File: config.mk
export PLATFORM = sky130hd
export DESIGN_NAME = debug_mem_ctrl_flat
export DESIGN_NICKNAME = d
export VERILOG_FILES = /design/src/rtl/debug_mem_ctrl_if.sv /design/src/rtl/debug_mem_ctrl.sv /design/src/flat_wrapper.sv
export SDC_FILE = /design/constraint.sdc
export NUM_CORES = 1
export LEC_CHECK = 0
export ABC_AREA = 1
export CAP_MARGIN = 0
export CORE_MARGIN = 2
export CORE_UTILIZATION = 40
export DETAILED_ROUTE_END_ITERATION = 7
export PLACE_DENSITY = 0.73
export SLEW_MARGIN = 20
export SYNTH_ARGS = -nofsm -noshare
export SYNTH_HDL_FRONTEND = slang
export SYNTH_SLANG_ARGS = --single-unit
File: constraint.sdc
create_clock -name i_clk -period 2.35 [get_ports i_clk]
set_input_delay 0.235 -clock i_clk [delete_from_list [all_inputs] [get_ports i_clk]]
set_output_delay 0.235 -clock i_clk [all_outputs]
set_load 0.01 [all_outputs]
File: src/rtl/debug_mem_ctrl_if.sv
// Bus bundle between the debug controller, the SPI slave and the shared RAM port.
interface debug_mem_ctrl_if #(
    parameter int NB_BITS = 32,
    parameter int NB_ADDR = 10
);
    logic [NB_BITS-1:0] i_cmd;
    logic               i_cmd_valid;
    logic [NB_BITS-1:0] o_spi_data;
    logic [NB_ADDR-1:0] o_mem_addr;
    logic [NB_BITS-1:0] o_mem_data;
    logic               o_mem_we;
    logic [NB_BITS-1:0] i_mem_data;
    logic               o_cpu_halt;
    logic               o_busy;

    // Controller side
    modport slave (
        input  i_cmd, i_cmd_valid, i_mem_data,
        output o_spi_data, o_mem_addr, o_mem_data, o_mem_we, o_cpu_halt, o_busy
    );

    // SPI slave / RAM side driving the controller
    modport master (
        output i_cmd, i_cmd_valid, i_mem_data,
        input  o_spi_data, o_mem_addr, o_mem_data, o_mem_we, o_cpu_halt, o_busy
    );
endinterface

File: src/rtl/debug_mem_ctrl.sv
// Debug memory controller: decodes SPI command words, assembles write data,
// sequences RAM writes/reads with address auto-increment and owns CPU halt.
module debug_mem_ctrl #(
    parameter int NB_BITS    = 32,
    parameter int NB_ADDR    = 10,
    parameter int RD_LATENCY = 1
) (
    input  logic              i_clk,
    input  logic              i_rst,
    debug_mem_ctrl_if.slave   bus
);

    typedef enum logic [1:0] {
        ST_IDLE,
        ST_WR,
        ST_RD,
        ST_CAP
    } state_t;

    typedef enum logic [1:0] {
        LD_NONE = 2'b00,
        LD_HL   = 2'b01,
        LD_HU   = 2'b10,
        LD_ADDR = 2'b11
    } load_t;

    state_t             state_q, state_d;
    logic [NB_ADDR-1:0] addr_q, addr_d;
    logic [NB_BITS-1:0] wdata_q, wdata_d;
    logic [NB_ADDR-1:0] last_addr_q, last_addr_d;
    logic [NB_BITS-1:0] rdata_q, rdata_d;
    logic [15:0]        wr_count_q, wr_count_d;
    logic               err_halt_q, err_halt_d;
    logic               err_busy_q, err_busy_d;
    logic               halt_q, halt_d;
    logic [1:0]         sel_q, sel_d;
    logic [2:0]         lat_cnt_q, lat_cnt_d;

    logic        cmd_wr;
    logic        cmd_rd;
    load_t       cmd_load;
    logic        cmd_halt;
    logic [1:0]  cmd_sel;
    logic [15:0] cmd_payload;
    logic        busy;

    assign cmd_wr      = bus.i_cmd[31];
    assign cmd_rd      = bus.i_cmd[30];
    assign cmd_load    = load_t'(bus.i_cmd[29:28]);
    assign cmd_halt    = bus.i_cmd[27];
    assign cmd_sel     = bus.i_cmd[26:25];
    assign cmd_payload = bus.i_cmd[15:0];
    assign busy        = (state_q != ST_IDLE);

    // State register and all controller registers
    always_ff @(posedge i_clk or negedge i_rst) begin
        if (!i_rst) begin
            state_q     <= ST_IDLE;
            addr_q      <= '0;
            wdata_q     <= '0;
            last_addr_q <= '0;
            rdata_q     <= '0;
            wr_count_q  <= '0;
            err_halt_q  <= 1'b0;
            err_busy_q  <= 1'b0;
            halt_q      <= 1'b0;
            sel_q       <= '0;
            lat_cnt_q   <= '0;
        end else begin
            state_q     <= state_d;
            addr_q      <= addr_d;
            wdata_q     <= wdata_d;
            last_addr_q <= last_addr_d;
            rdata_q     <= rdata_d;
            wr_count_q  <= wr_count_d;
            err_halt_q  <= err_halt_d;
            err_busy_q  <= err_busy_d;
            halt_q      <= halt_d;
            sel_q       <= sel_d;
            lat_cnt_q   <= lat_cnt_d;
        end
    end

    // Command decode, register updates and next-state sequencing
    always_comb begin
        state_d     = state_q;
        addr_d      = addr_q;
        wdata_d     = wdata_q;
        last_addr_d = last_addr_q;
        rdata_d     = rdata_q;
        wr_count_d  = wr_count_q;
        err_halt_d  = err_halt_q;
        err_busy_d  = err_busy_q;
        halt_d      = halt_q;
        sel_d       = sel_q;
        lat_cnt_d   = lat_cnt_q;

        case (state_q)
            ST_IDLE: begin
                if (bus.i_cmd_valid) begin
                    case (cmd_load)
                        LD_HL:   wdata_d[15:0]  = cmd_payload;
                        LD_HU:   wdata_d[31:16] = cmd_payload;
                        LD_ADDR: begin
                            addr_d     = cmd_payload[NB_ADDR-1:0];
                            wr_count_d = '0;
                            err_halt_d = 1'b0;
                            err_busy_d = 1'b0;
                        end
                        default: ;
                    endcase
                    sel_d  = cmd_sel;
                    halt_d = cmd_halt;
                    // Error flag is applied after an ADDR clear in the same word
                    if (cmd_wr || cmd_rd) begin
                        if (!cmd_halt) begin
                            err_halt_d = 1'b1;
                        end else if (cmd_wr) begin
                            state_d = ST_WR;
                        end else begin
                            state_d   = ST_RD;
                            lat_cnt_d = '0;
                        end
                    end
                end
            end
            ST_WR: begin
                last_addr_d = addr_q;
                addr_d      = addr_q + 1'b1;
                if (wr_count_q != 16'hFFFF) begin
                    wr_count_d = wr_count_q + 16'd1;
                end
                state_d = ST_IDLE;
            end
            ST_RD: begin
                if (lat_cnt_q == 3'(RD_LATENCY - 1)) begin
                    state_d = ST_CAP;
                end else begin
                    lat_cnt_d = lat_cnt_q + 3'd1;
                end
            end
            ST_CAP: begin
                rdata_d     = bus.i_mem_data;
                last_addr_d = addr_q;
                addr_d      = addr_q + 1'b1;
                state_d     = ST_IDLE;
            end
            default: state_d = ST_IDLE;
        endcase

        if (bus.i_cmd_valid && busy) begin
            err_busy_d = 1'b1;
        end
    end

    // RAM port and SPI readback word
    always_comb begin
        bus.o_mem_addr = addr_q;
        bus.o_mem_data = wdata_q;
        bus.o_mem_we   = (state_q == ST_WR);
        bus.o_cpu_halt = halt_q;
        bus.o_busy     = busy;
        case (sel_q)
            2'b00:   bus.o_spi_data = NB_BITS'(addr_q);
            2'b01:   bus.o_spi_data = NB_BITS'(last_addr_q);
            2'b10:   bus.o_spi_data = rdata_q;
            default: bus.o_spi_data = NB_BITS'({err_busy_q, err_halt_q, busy, halt_q,
                                                12'b0, wr_count_q});
        endcase
    end

endmodule

File: src/flat_wrapper.sv
// flat-port wrapper written by rule: the top's interface ports become plain ports
module debug_mem_ctrl_flat 
#(
    parameter int NB_BITS    = 32,
    parameter int NB_ADDR    = 10,
    parameter int RD_LATENCY = 1
)
  (i_clk, i_rst, bus_i_cmd, bus_i_cmd_valid, bus_i_mem_data, bus_o_spi_data, bus_o_mem_addr, bus_o_mem_data, bus_o_mem_we, bus_o_cpu_halt, bus_o_busy);
  debug_mem_ctrl_if #(.NB_BITS(NB_BITS), .NB_ADDR(NB_ADDR)) bus_i ();
  input  logic i_clk;
  input  logic i_rst;
  input wire logic [$bits(bus_i.i_cmd)-1:0] bus_i_cmd;
  input wire logic [$bits(bus_i.i_cmd_valid)-1:0] bus_i_cmd_valid;
  input wire logic [$bits(bus_i.i_mem_data)-1:0] bus_i_mem_data;
  output wire logic [$bits(bus_i.o_spi_data)-1:0] bus_o_spi_data;
  output wire logic [$bits(bus_i.o_mem_addr)-1:0] bus_o_mem_addr;
  output wire logic [$bits(bus_i.o_mem_data)-1:0] bus_o_mem_data;
  output wire logic [$bits(bus_i.o_mem_we)-1:0] bus_o_mem_we;
  output wire logic [$bits(bus_i.o_cpu_halt)-1:0] bus_o_cpu_halt;
  output wire logic [$bits(bus_i.o_busy)-1:0] bus_o_busy;
  assign bus_i.i_cmd = bus_i_cmd;
  assign bus_i.i_cmd_valid = bus_i_cmd_valid;
  assign bus_i.i_mem_data = bus_i_mem_data;
  assign bus_o_spi_data = bus_i.o_spi_data;
  assign bus_o_mem_addr = bus_i.o_mem_addr;
  assign bus_o_mem_data = bus_i.o_mem_data;
  assign bus_o_mem_we = bus_i.o_mem_we;
  assign bus_o_cpu_halt = bus_i.o_cpu_halt;
  assign bus_o_busy = bus_i.o_busy;
  debug_mem_ctrl #(.NB_BITS(NB_BITS), .NB_ADDR(NB_ADDR), .RD_LATENCY(RD_LATENCY)) u_core (.i_clk(i_clk), .i_rst(i_rst), .bus(bus_i));
endmodule
# == Word-level counts from Yosys, hierarchy flattened ==
# Cells that the tools add are included.
# classes
add_sub_neg,3
multipliers,0
div,0
n_lt_le_gt_ge,0
n_eq_ne,17
shift,0
n_mux,27
n_bitwise,0
n_reduce_logical,21
# ops
operator,count
32-bit one-hot mux with 3 select lines,1
16-bit two-way mux,3
16-bit one-hot mux with 2 select lines,1
10-bit two-way mux,2
10-bit one-hot mux with 2 select lines,1
"16-bit by 1-bit adder with 16-bit output, second input constant",1
"16-bit inequality test, second input constant",1
3-bit two-way mux,5
2-bit nonzero test,7
3-bit AND reduction,4
"10-bit by 1-bit adder with 10-bit output, second input constant",1
"2-bit equality test, second input constant",5
2-bit two-way mux,5
"2-bit inequality test, second input constant",5
4-bit AND reduction,2
1-bit two-way mux,7
"2-bit by 1-bit equality test with 1-bit output, second input constant",3
"2-bit by 1-bit inequality test with 1-bit output, second input constant",3
2-bit one-hot mux with 3 select lines,1
3-bit one-hot mux with 2 select lines,1
6-bit AND reduction,1
2-bit logical NOT,2
"3-bit by 1-bit adder with 3-bit output, second input constant",1
3-bit logical NOT,1
other kinds (4),4
# totals
register_bits,110
latchBits,0
mem_bits_rw,0
romBits,0
inputBits,67
output_inout_bits,77
elab_cells,80
mem_count,0

# == Depth between registers and ports, before layout ==
# logic_depth
depth_word,5
ltp_mapped,10
mapped_depth_nobuf,9

# == Least setup slack after synthesis ==
# No wires, ideal clock.
# synth_path
path_type,register to output
startpoint,register u_core.sel_q[0]
endpoint,output port bus_o_spi_data[18]
arrival_time_ps,1153
required_ps,2115
path_slack_ps,962
path_stages_with_launch,6
cell_sequence,dfrtp_1 -> nor2_1 -> buf_2 -> inv_1 -> clkbuf_1 -> nor2_1
# synth_between
elab_chain_len,2
elab_cells_between_ends,4
classes_between,2 x eq/ne; 1 x mux; 1 x reduce/logical
# synth_rtl
element,line,source
from (decl),debug_mem_ctrl.sv:36,"logic [1:0] sel_q, sel_d;"
from (signal assigned),debug_mem_ctrl.sv:79,sel_q <= sel_d;
"2-bit equality test, or another cell as far along",debug_mem_ctrl.sv:163,case (sel_q)
32-bit one-hot mux with 3 select lines *,debug_mem_ctrl.sv:163,
to (decl),flat_wrapper.sv:15,output wire logic [$bits(bus_i.o_spi_data)-1:0] bus_o_spi_data;
# Mark *: on every way between the ends. The rest lies on a longest branch, timed or not.

# == Worst setup path in the final report ==
# layout_path
startpoint,register u_core.sel_q[1]
endpoint,output port bus_o_spi_data[5]
# Same word-level chain as after synthesis.

==> results.sh <==
export IMPL_status="finished clean"
export IMPL_crit_arrival_ns=2.07
export IMPL_seq_power_share_pct=35.6
export IMPL_viasPerCell=5.06
export IMPL_die_w_um=120
export IMPL_rows=42
export IMPL_vias=4809
export IMPL_combPwrFrac_pct=47.8
export IMPL_drc=0
export IMPL_required_ns=2.12
export IMPL_r2r_end="u_core.bus.o_mem_data[10]"
export IMPL_first_global_vias=4705
export IMPL_grt_max_degree=69
export IMPL_synth_cells=633
export IMPL_clk_latency_ns=0.35
export IMPL_fin_crit_ns=2.30
export IMPL_slew_headroom_pct=62.7
export IMPL_cp_start_kind="register"
export IMPL_rsz0062_at_grt="yes"
export IMPL_setup_slack_ns=0.0454
export IMPL_yosys_area_share_simple_pct=20.7
export IMPL_synth_cell_types=39
export IMPL_power_density_nw_per_um2=1250
export IMPL_clk_pin_slew_worst_paths_ns=0.07
export IMPL_tightest_slew_ns=0.560
export IMPL_hp_class="input pin to asynchronous set/reset pin"
export IMPL_hold_slack_ns=0.414
export IMPL_post_dp_hpwl_um=10200
export IMPL_stdcell_area_sq_um=7250
export IMPL_peakVddDrop_uv=605
export IMPL_cts_root_buf="clkbuf_16"
export IMPL_synth_compound_area_share_pct=13.9
export IMPL_track_usage_pct=20.1
export IMPL_syn_num_nets=704
export IMPL_use_met3_pct=3.66
export IMPL_die_h_um=120
export IMPL_htree_levels=3
export IMPL_ant_nets=0
export IMPL_wl_per_cell_um=14.9
export IMPL_io_pins=144
export IMPL_path_max_fanout=11
export IMPL_synth_seq_cells=110
export IMPL_met2_usage_pct=32.5
export IMPL_die_area_sq_um=14400
export IMPL_max_cap_viol_count=0
export IMPL_netlist_area_sq_um=5370
export IMPL_synth_fa_ha_area_share_pct=0.931
export IMPL_wl_um=14100
export IMPL_p_sw_mw=3.44
export IMPL_antenna_cells=0
export IMPL_io_buffer_count=134
export IMPL_grt_pass1_wl_um=22800
export IMPL_yosys_area_top_type="dfrtp_1"
export IMPL_leakage_nw=3.35
export IMPL_clock_fmax_mhz=434
export IMPL_clkPwrFrac_pct=16.6
export IMPL_period_share_pct=98.1
export IMPL_p_int_mw=5.61
export IMPL_setup_viol=0
export IMPL_yosysSeqAreaShare_pct=51.2
export IMPL_cp_end_kind="output pin"
export IMPL_core_sq_um=13200
export IMPL_yosysTopAreaCellShare_pct=51.2
export IMPL_area_growth_pct=34.9
export IMPL_ff2ff_setup_slack_ns=0.62
export IMPL_nets=841
export IMPL_r2r_cells=6
export IMPL_swShare_pct=38.0
export IMPL_fin_skew_ns=0.00619
export IMPL_syn_avg_cell_area_sq_um=8.49
export IMPL_cts_sinks=110
export IMPL_numCtsBuffers=9
export IMPL_r2r_start="u_core.state_q[0]"
export IMPL_drv_slew=0
export IMPL_antenna_found_initial=0
export IMPL_drt_iter0_drc=237
export IMPL_placed_cell_area_sq_um=6890
export IMPL_n_fill_cell=1215
export IMPL_top_usage_layer="met2"
export IMPL_yosys_warnings=0
export IMPL_grt_overflow_total=0
export IMPL_layout_drive_gt1_share_pct=10.3
export IMPL_synthTopCellsByArea="dfrtp_1 (51%), nand2_1 (9.8%), inv_1 (6.1%)"
export IMPL_synth_xor_area_share_pct=0.489
export IMPL_place_ws_ns=0.342
export IMPL_hold_viol=0
export IMPL_cts_tree="done"
export IMPL_gp_congestion=0.909
export IMPL_dr_pass1_iters=6
export IMPL_max_clock_path_buffers=2
export IMPL_crit_type="register to output pin"
export IMPL_synth_top_family_by_area="simple AND/OR/NAND/NOR gates"
export IMPL_gr_usage_met1_pct=26.1
export IMPL_start_util_pct=40.7
export IMPL_synth_mux_area_share_pct=3.98
-- stage by stage --
stage | power, mW | util [%] | cells | setup TNS (ns)
after detailed placement | 7.48 | 52.3 | 932 | 0
after floorplan | 5.38 | - | 633 | 0
after global placement | 7.35 | 52.3 | 932 | 0
after global routing | 9.68 | 55.0 | 950 | -0.0949
final | 9.05 | 55.0 | 950 | 0
after CTS | 9.05 | 54.6 | 949 | -0.0343
-- power by group through the flow --
stage / Combinational (mW) / Sequential [mW] / Clock (mW)
2_1_floorplan: 2.17 / 3.22 / 0
3_3_place_gp: 4.15 / 3.20 / 0
3_5_place_dp: 4.25 / 3.23 / 0
4_1_cts: 4.31 / 3.21 / 1.53
5_1_grt: 4.77 / 3.32 / 1.60
6_report: 4.33 / 3.22 / 1.50
-- cells in the final DEF, fill, tap and decap left out, types with 6 or more instances in the layout --
| cell | n |
|---|---|
| a21oi_1 | 22 |
| nand2_1 | 139 |
| mux2_2 | 16 |
| nor2_1 | 58 |
| a221oi_1 | 7 |
| nand3_1 | 19 |
| inv_2 | 7 |
| o21ai_1 | 29 |
| dfrtp_1 | 109 |
| clkdlybuf4s50_1 | 131 |
| o21ai_0 | 56 |
| nor3_1 | 6 |
| buf_4 | 8 |
| clkbuf_16 | 9 |
| inv_1 | 84 |
-- synth_stat cells --
master       n
nand2_1    141
dfrtp_1    110
inv_1       87
nor2_1      59
o21ai_0     57
o21ai_1     28
a21oi_1     22
nand3_1     19
mux2_2      16
a221oi_1     9
buf_2        9
clkbuf_1     6
nor3_1       6
inv_2        5
nand2_4      5
nand4_1      5
nor2_2       5
buf_6        4
ha_1         4
nor2_4       4
o21ai_2      4
mux2_1       3
a22o_1       2
a31oi_1      2
nand2_2      2
nand3_2      2
o211ai_1     2
o22ai_1      2
o31ai_1      2
xor2_1       2
a22oi_1      1
buf_4        1
inv_4        1
nand3b_1     1
nand4_2      1
nor2_8       1
o2111ai_1    1
o32ai_1      1
xnor2_1      1
-- worst max-delay path by stage --
stage / from / end / cells past startpoint
2_1_floorplan: u_core.sel_q[0] / bus_o_spi_data[18] / 5
3_3_place_gp: u_core.sel_q[0] / bus_o_spi_data[30] / 5
3_5_place_dp: u_core.sel_q[1] / bus_o_spi_data[7] / 6
4_1_cts: u_core.sel_q[0] / bus_o_spi_data[7] / 5
5_1_grt: u_core.sel_q[1] / bus_o_spi_data[9] / 6
6_report: u_core.sel_q[1] / bus_o_spi_data[5] / 6
-- area by class of cell --
| type | count | area [sq um] | share of cell area, % |
|---|---|---|---|
| flip-flops and latches | 110 | 2750 | 38.0 |
| multi-input cells | 410 | 2170 | 30.0 |
| repair buffers | 145 | 1450 | 20.0 |
| inverters | 93 | 355 | 4.90 |
| clock buffers | 15 | 288 | 3.97 |
| well taps | 176 | 220 | 3.04 |
| repair inverters | 1 | 7.51 | 0.104 |
-- cell families (layout without fill, tap and decap cells) --
kind of cell,after synthesis,in the layout
simple gates,251,251
compound gates,133,133
xor+xnor,3,3
flops,110,110
fa+ha+maj,4,4
buf+inv,113,254
mux,19,19
-- worst max-delay path: stages, from the launching register on --
cell	delay [ns]
dfrtp_1	0.41
inv_2	0.11
nor2_4	0.06
buf_8	0.15
a221oi_1	0.30
o21ai_0	0.18
clkdlybuf4s50_1	0.51
-- what timing repair did --
action / CTS / global route
hold endpoints to repair: 42 / 0
setup buffers: 0 / 0
cloned: 1 / 1
pin swaps: 0 / 0
endpoints found under the setup margin: 4 / 21
hold buffers: 1 / 0
gates resized for setup: 3 / 14
-- sequential cells by signal (all words and copies together), names as in the netlist --
signal / count
u_core.bus.o_cpu_halt: 1
u_core.bus.o_mem_addr: 10
u_core.bus.o_mem_data: 32
u_core.err_busy_q: 1
u_core.err_halt_q: 1
u_core.last_addr_q: 10
u_core.lat_cnt_q: 3
u_core.rdata_q: 32
u_core.sel_q: 2
u_core.state_q: 2
u_core.wr_count_q: 16
-- layer usage --
layer	routed length, um	vias up
met5	0	-
met4	438	0
met3	690	30
met2	6710	147
met1	6280	2304
li1	-	2328
(Power assumes the default switching activity.)
